### config.mk
export PLATFORM = sky130hd
export DESIGN_NAME = event_wake_scheduler
export DESIGN_NICKNAME = d
export VERILOG_FILES = /design/src/rtl/event_wake_scheduler_pkg.sv /design/src/rtl/event_wake_slot.sv /design/src/rtl/event_wake_scheduler.sv
export SDC_FILE = /design/constraint.sdc
export NUM_CORES = 1
export LEC_CHECK = 0
export CAP_MARGIN = 0
export CORE_MARGIN = 8
export CORE_UTILIZATION = 57
export CTS_CLUSTER_DIAMETER = 30
export CTS_CLUSTER_SIZE = 14
export DETAILED_ROUTE_END_ITERATION = 6
export PLACE_DENSITY = 0.89
export SKIP_LAST_GASP = 1
export SLEW_MARGIN = 15
export SYNTH_ARGS = -nofsm -noshare
export SYNTH_HDL_FRONTEND = slang
export SYNTH_SLANG_ARGS = --single-unit
### constraint.sdc
create_clock -name clk -period 3.1 [get_ports clk]
set_clock_uncertainty 0.15 [all_clocks]
set_input_delay 0.62 -clock clk [delete_from_list [all_inputs] [get_ports clk]]
set_output_delay 0.62 -clock clk [all_outputs]
set_load 0.02 [all_outputs]
### src/rtl/event_wake_scheduler_pkg.sv
// event_sched_pkg: shared defaults and entry types for the event wake scheduler.
package event_sched_pkg;
    localparam int NUM_EVENTS_D = 3;
    localparam int DELAY_W_D    = 4;
    localparam int DEPTH_D      = 4;
    localparam int EV_W_D       = $clog2(NUM_EVENTS_D);
    typedef logic [EV_W_D-1:0]    event_id_t;
    typedef logic [DELAY_W_D-1:0] delay_t;
    typedef struct packed {
        logic      valid;
        event_id_t ev;
        delay_t    remaining;
    } pend_entry_t;
endpackage

### src/rtl/event_wake_slot.sv
// event_wake_slot: one pending-table entry that counts its delay down and fires at zero.
module event_wake_slot #(
    parameter int EV_W    = 2,
    parameter int DELAY_W = 4
) (
    input  logic               clk,
    input  logic               rst_n,
    input  logic               i_load,
    input  logic [EV_W-1:0]    i_load_ev,
    input  logic [DELAY_W-1:0] i_load_delay,
    output logic               o_valid,
    output logic               o_fire,
    output logic [EV_W-1:0]    o_ev
);
    logic               r_valid;
    logic [EV_W-1:0]    r_ev;
    logic [DELAY_W-1:0] r_rem;

    // Loads only target free entries, so load and fire never coincide.
    always_ff @(posedge clk) begin
        if (!rst_n) begin
            r_valid <= 1'b0;
            r_ev    <= '0;
            r_rem   <= '0;
        end else if (i_load) begin
            r_valid <= 1'b1;
            r_ev    <= i_load_ev;
            r_rem   <= i_load_delay;
        end else if (o_fire) begin
            r_valid <= 1'b0;
        end else if (r_valid) begin
            r_rem   <= r_rem - 1'b1;
        end
    end

    assign o_valid = r_valid;
    assign o_fire  = r_valid && (r_rem == '0);
    assign o_ev    = r_ev;
endmodule

### src/rtl/event_wake_scheduler.sv
// event_wake_scheduler: delayed event trigger dispatcher ("#D; ->E") with a small pending table.
module event_wake_scheduler
    import event_sched_pkg::*;
#(
    parameter int NUM_EVENTS = NUM_EVENTS_D,
    parameter int DELAY_W    = DELAY_W_D,
    parameter int DEPTH      = DEPTH_D
) (
    input  logic                         clk,
    input  logic                         rst_n,
    input  logic                         i_trig_valid,
    output logic                         o_trig_ready,
    input  logic [$clog2(NUM_EVENTS)-1:0] i_trig_event,
    input  logic [DELAY_W-1:0]           i_trig_delay,
    output logic [NUM_EVENTS-1:0]        o_wake,
    output logic                         o_merged,
    output logic [$clog2(DEPTH+1)-1:0]   o_pending_cnt,
    output logic                         o_idle,
    output logic                         o_err_bad_event
);
    localparam int EV_W  = $clog2(NUM_EVENTS);
    localparam int CNT_W = $clog2(DEPTH+1);

    logic [DEPTH-1:0]      w_valid;
    logic [DEPTH-1:0]      w_fire;
    logic [DEPTH-1:0]      w_free;
    logic [DEPTH-1:0]      w_load;
    logic [DEPTH-1:0]      w_next_valid;
    logic [EV_W-1:0]       w_ev [DEPTH];
    logic                  w_accept;
    logic                  w_bad;
    logic [NUM_EVENTS-1:0] w_wake;
    logic                  w_merged;
    logic [CNT_W-1:0]      w_next_cnt;

    logic [NUM_EVENTS-1:0] r_wake;
    logic                  r_merged;
    logic [CNT_W-1:0]      r_cnt;
    logic                  r_idle;
    logic                  r_err;

    assign w_free       = ~w_valid;
    assign o_trig_ready = |w_free;
    assign w_accept     = i_trig_valid && o_trig_ready;
    assign w_bad        = int'(i_trig_event) >= NUM_EVENTS;
    // Isolate the lowest set free bit; bad ids complete the handshake but are never stored.
    assign w_load       = (w_accept && !w_bad) ? (w_free & (~w_free + DEPTH'(1))) : '0;
    assign w_next_valid = (w_valid & ~w_fire) | w_load;

    for (genvar g = 0; g < DEPTH; g++) begin : g_slot
        event_wake_slot #(.EV_W(EV_W), .DELAY_W(DELAY_W)) u_slot (
            .clk          (clk),
            .rst_n        (rst_n),
            .i_load       (w_load[g]),
            .i_load_ev    (i_trig_event),
            .i_load_delay (i_trig_delay),
            .o_valid      (w_valid[g]),
            .o_fire       (w_fire[g]),
            .o_ev         (w_ev[g])
        );
    end

    always_comb begin
        w_wake   = '0;
        w_merged = 1'b0;
        for (int e = 0; e < NUM_EVENTS; e++) begin
            for (int i = 0; i < DEPTH; i++) begin
                if (w_fire[i] && w_ev[i] == EV_W'(e)) begin
                    w_merged  = w_merged | w_wake[e];
                    w_wake[e] = 1'b1;
                end
            end
        end
    end

    always_comb begin
        w_next_cnt = '0;
        for (int i = 0; i < DEPTH; i++) w_next_cnt = w_next_cnt + CNT_W'(w_next_valid[i]);
    end

    always_ff @(posedge clk) begin
        if (!rst_n) begin
            r_wake   <= '0;
            r_merged <= 1'b0;
            r_cnt    <= '0;
            r_idle   <= 1'b1;
            r_err    <= 1'b0;
        end else begin
            r_wake   <= w_wake;
            r_merged <= w_merged;
            r_cnt    <= w_next_cnt;
            r_idle   <= (w_next_cnt == '0);
            r_err    <= r_err | (w_accept && w_bad);
        end
    end

    assign o_wake          = r_wake;
    assign o_merged        = r_merged;
    assign o_pending_cnt   = r_cnt;
    assign o_idle          = r_idle;
    assign o_err_bad_event = r_err;
endmodule

==> metrics list, run 1 <==
- The die covers 0.005734 sq mm.
- Data required time at the worst endpoint: 3.22 ns
- In this run the biggest area consumer among cell types represents 36.43% of the synthesized area.
- Antenna-violating nets left: 0
- Crit. End Element: flip-flop
* Number of buffer cells added on primary ports: 18
- Clock Latency Late Sink: 0.35 ns
* H-tree levels: 2
- Measured against its own limit, the worst slew margin works out to 60.54%.
* Net count, final: 279
- Clock transition at the registers of the reported paths: 0.11 ns
- Clock sink count: 37
- Largest area contributor in the synthesized netlist: sky130_fd_sc_hd__dfxtp_1
- TritonCTS clock tree: built
* Core Box Area: 0.003390 sq mm
- For this design the ratio of total power to cell area is 439.7 mW/mm^2.
- Number of max-cap violations: 0
- Entering global routing, the biggest net connects 27 pins.
* Number of antenna violations at the first check in global routing: 0
* CTS Buf Count: 5
- Leakage power: 0.8888 nW
- Cell at the slowest stage of the critical path: sky130_fd_sc_hd__clkdlybuf4s50_1
* Total GRT Usage: 17.81%
- Via count of the first global-routing pass: 1746
* Final critical-path required period: 2.839 ns
- Rows: 21
- Post-route worst setup slack: 0.2612 ns
- Inserted Diodes: 0
- After detailed routing, the average wire length per cell comes to 14.92 um.
* Starting density of the core: 59.99%
* Synth area leaders: sky130_fd_sc_hd__dfxtp_1, sky130_fd_sc_hd__mux2i_1, sky130_fd_sc_hd__nor2_1
- The first global-routing pass estimated 7.741 mm of wire.
* Path type of the worst setup path: in -> reg
* Most used cell, CP: sky130_fd_sc_hd__ha_1
- For this run, the slowest stage of the critical path takes 0.50 ns.
- Detail-routed via count per cell: 5.793
- Min-delay worst type: reg -> reg
* Commonest cells post-synth: sky130_fd_sc_hd__dfxtp_1, sky130_fd_sc_hd__nor2_1, sky130_fd_sc_hd__nand2_1, sky130_fd_sc_hd__mux2i_1, sky130_fd_sc_hd__a21oi_1
* Weighted congestion reported at the end of routability-driven placement: 0.8916
* Die Span Y: 75.73 um
- Setup repair after global routing left no endpoint under its margin.
- Crit Reg-Reg Endpoint: o_idle
- Count leader, synth: sky130_fd_sc_hd__dfxtp_1
* Post-Synthesis Mean Instance Area: 8.996 sq um
* Grt total ovfl: 0
- Walking the worst path, the cells encountered are clkdlybuf4s50_1, a21boi_1, a21oi_1, nor2_1, fa_1, ha_1, ha_1, and2_1, nor3_1.
* Via count of the routed design: 1767
* Capture endpoint of the worst hold path: o_err_bad_event
- In this run the horizontal extent of the chip is 75.73 um.
- Top flip-flop cell by instance count after synthesis: sky130_fd_sc_hd__dfxtp_1
- Maximum achievable frequency: 0.3523 GHz
* Outcome: finished, final reports clean
- The final number of max-transition violations is 0.
* Worst setup timing slack at the placement stage: -0.09242 ns
- The first detailed-routing pass took 4 iterations.
* Count of instances resized after the clock tree is built: 0
- Final period utilization: 91.57%
- Sequential fraction of the synthesis area: 36.43%
* Final Routed Wirelength: 4.552 mm
- Setup TNS: 0 ns
- In this run, synthesis inferred 0 flip-flops with an integrated enable.
* Crit start category: primary input
- VDD sags by at most 0.3984 mV.
- Async S/R FF share, synth: 0%
* Final hold violation count: 0
- Critical path fanouts, max: 5
* Post-synthesis cell count: 226
- Cell area after layout: 0.002416 sq mm
- In this run the deepest clock path goes through 2 buffers.
* FF+latch count, synth: 37
* Number of setup buffers added after CTS: 0
* Number of endpoints failing setup at the final stage: 0
- Dpl hpwl: 3.503 mm
* Least-Margin Pin Slew: 0.5836 ns
- The mapped netlist covers 0.002033 sq mm.
- Worst R2R Start: g_slot[1].u_slot.o_valid
- The worst hold path begins at o_err_bad_event.
* Data arrival, critical path: 2.96 ns
- For flop-to-flop paths, the worst setup slack is 0.39 ns.
- I/O Pins: 19
- After detailed routing, the number of remaining DRC violations is 0.
* DP Area: 0.002344 sq mm
* Worst reg2reg path depth: 8
- Root buffer cell: sky130_fd_sc_hd__clkbuf_4
- Area delta synth->final: 18.83%
* Post-CTS Hold Fix Bufs: 0
* Yosys cell types: 50
* Post-synth net total: 246
* Min-Delay Path Depth: 2
* Pwr Total: 1.062 mW
- The Yosys step of the flow raised 0 warnings.
* Initial detailed-routing violation count: 135
* Fraction of layout instances using a drive strength above 1: 14.29%
[power by group]
| part | total (mW) | internal, mW | switching [mW] |
|---|---|---|---|
| logic | 0.207 | 0.0999 | 0.107 |
| registers | 0.532 | 0.503 | 0.0289 |
| clock network | 0.323 | 0.164 | 0.159 |
[critical path, delay by kind of cell]
| kind | cells | cell delay, ns |
|---|---|---|
| AO/OA/AOI/OAI | 2 | 0.42 |
| AND/OR/NAND/NOR | 3 | 0.51 |
| buffers and inverters | 1 | 0.50 |
| adder cells (fa/ha/maj) | 3 | 0.90 |
[worst max path at each step]
| stage | startpoint | end | slack, ns |
|---|---|---|---|
| 2_1_floorplan | i_trig_valid | o_idle | 0.42 |
| 3_3_place_gp | i_trig_valid | o_idle | -0.02 |
| 3_5_place_dp | i_trig_event[1] | o_idle | -0.09 |
| 4_1_cts | i_trig_event[1] | o_idle | 0.27 |
| 5_1_grt | i_trig_valid | o_idle | 0.11 |
| 6_report | i_trig_event[1] | o_idle | 0.26 |
[logic make-up (layout without fill, tap and decap cells)]
family	after synthesis	count (layout)	share of synthesized area, %
xor gates and xnor gates	2	2	0.8617
buffers and inverters	20	53	4.738
DFF	37	37	36.43
adders and majority gates	14	14	8.615
muxes	17	17	8.492
and+or+nand+nor	98	98	28.61
AOI/OAI and AO/OA	38	38	12.25
[flip-flops by register name, indices dropped and copies added, names as in the netlist]
register               cells
o_err_bad_event            1
o_wake                     3
o_merged                   1
o_idle                     1
g_slot.u_slot.o_ev         8
o_pending_cnt              3
g_slot.u_slot.o_valid      4
g_slot.u_slot.r_rem       16
[routing by layer]
metal | routed length (um) | vias to the layer above | global-route usage (%)
met2 | 2175 | 46 | 29.34
met4 | 99 | 0 | 8.955
met1 | 1977 | 836 | 20.85
met3 | 299 | 11 | 4.605
met5 | 0 | - | 0
li1 | - | 874 | -
[cell type report]
class / instances / area (sq um)
clock buffers: 5 / 37.54
fillers: 262 / 973.4
clock inverters: 2 / 35.03
repair buffers: 35 / 307.8
well taps: 46 / 57.56
flip-flops and latches: 37 / 740.7
multi-input cells: 169 / 1196
inverters: 11 / 41.29
[per-stage QoR]
stage               instances  util, %  hold WS (ns)
finish                    305    71.28        0.3521
global placement          298    69.14        0.3074
global route              305    71.28        0.3806
detailed placement        298    69.14        0.3195
floorplan                 226        -        0.3149
CTS                       305    71.28        0.3470
[layout by cell type (no fill, tap or decap), types with 4 or more instances in the layout]
| cell | count |
|---|---|
| sky130_fd_sc_hd__nor4_1 | 6 |
| sky130_fd_sc_hd__inv_1 | 11 |
| sky130_fd_sc_hd__clkbuf_4 | 5 |
| sky130_fd_sc_hd__o21ai_0 | 6 |
| sky130_fd_sc_hd__nor3_1 | 10 |
| sky130_fd_sc_hd__nor2_1 | 34 |
| sky130_fd_sc_hd__buf_4 | 17 |
| sky130_fd_sc_hd__ha_1 | 10 |
| sky130_fd_sc_hd__dfxtp_1 | 37 |
| sky130_fd_sc_hd__nor4b_1 | 4 |
| sky130_fd_sc_hd__a21oi_1 | 13 |
| sky130_fd_sc_hd__nand2_1 | 17 |
| sky130_fd_sc_hd__clkdlybuf4s50_1 | 18 |
| sky130_fd_sc_hd__mux2i_1 | 15 |
Note: power is estimated with default switching activity, not from simulation.
==> inputs of run 2 (changes only) <==
--- a/config.mk
+++ b/config.mk
@@ -17,3 +17,4 @@
 export SYNTH_ARGS = -nofsm -noshare
 export SYNTH_HDL_FRONTEND = slang
 export SYNTH_SLANG_ARGS = --single-unit
+export TNS_END_PERCENT = 100
==> results of run 2 <==
No change in the layout: final DEF, timing and power equal those of run 1.
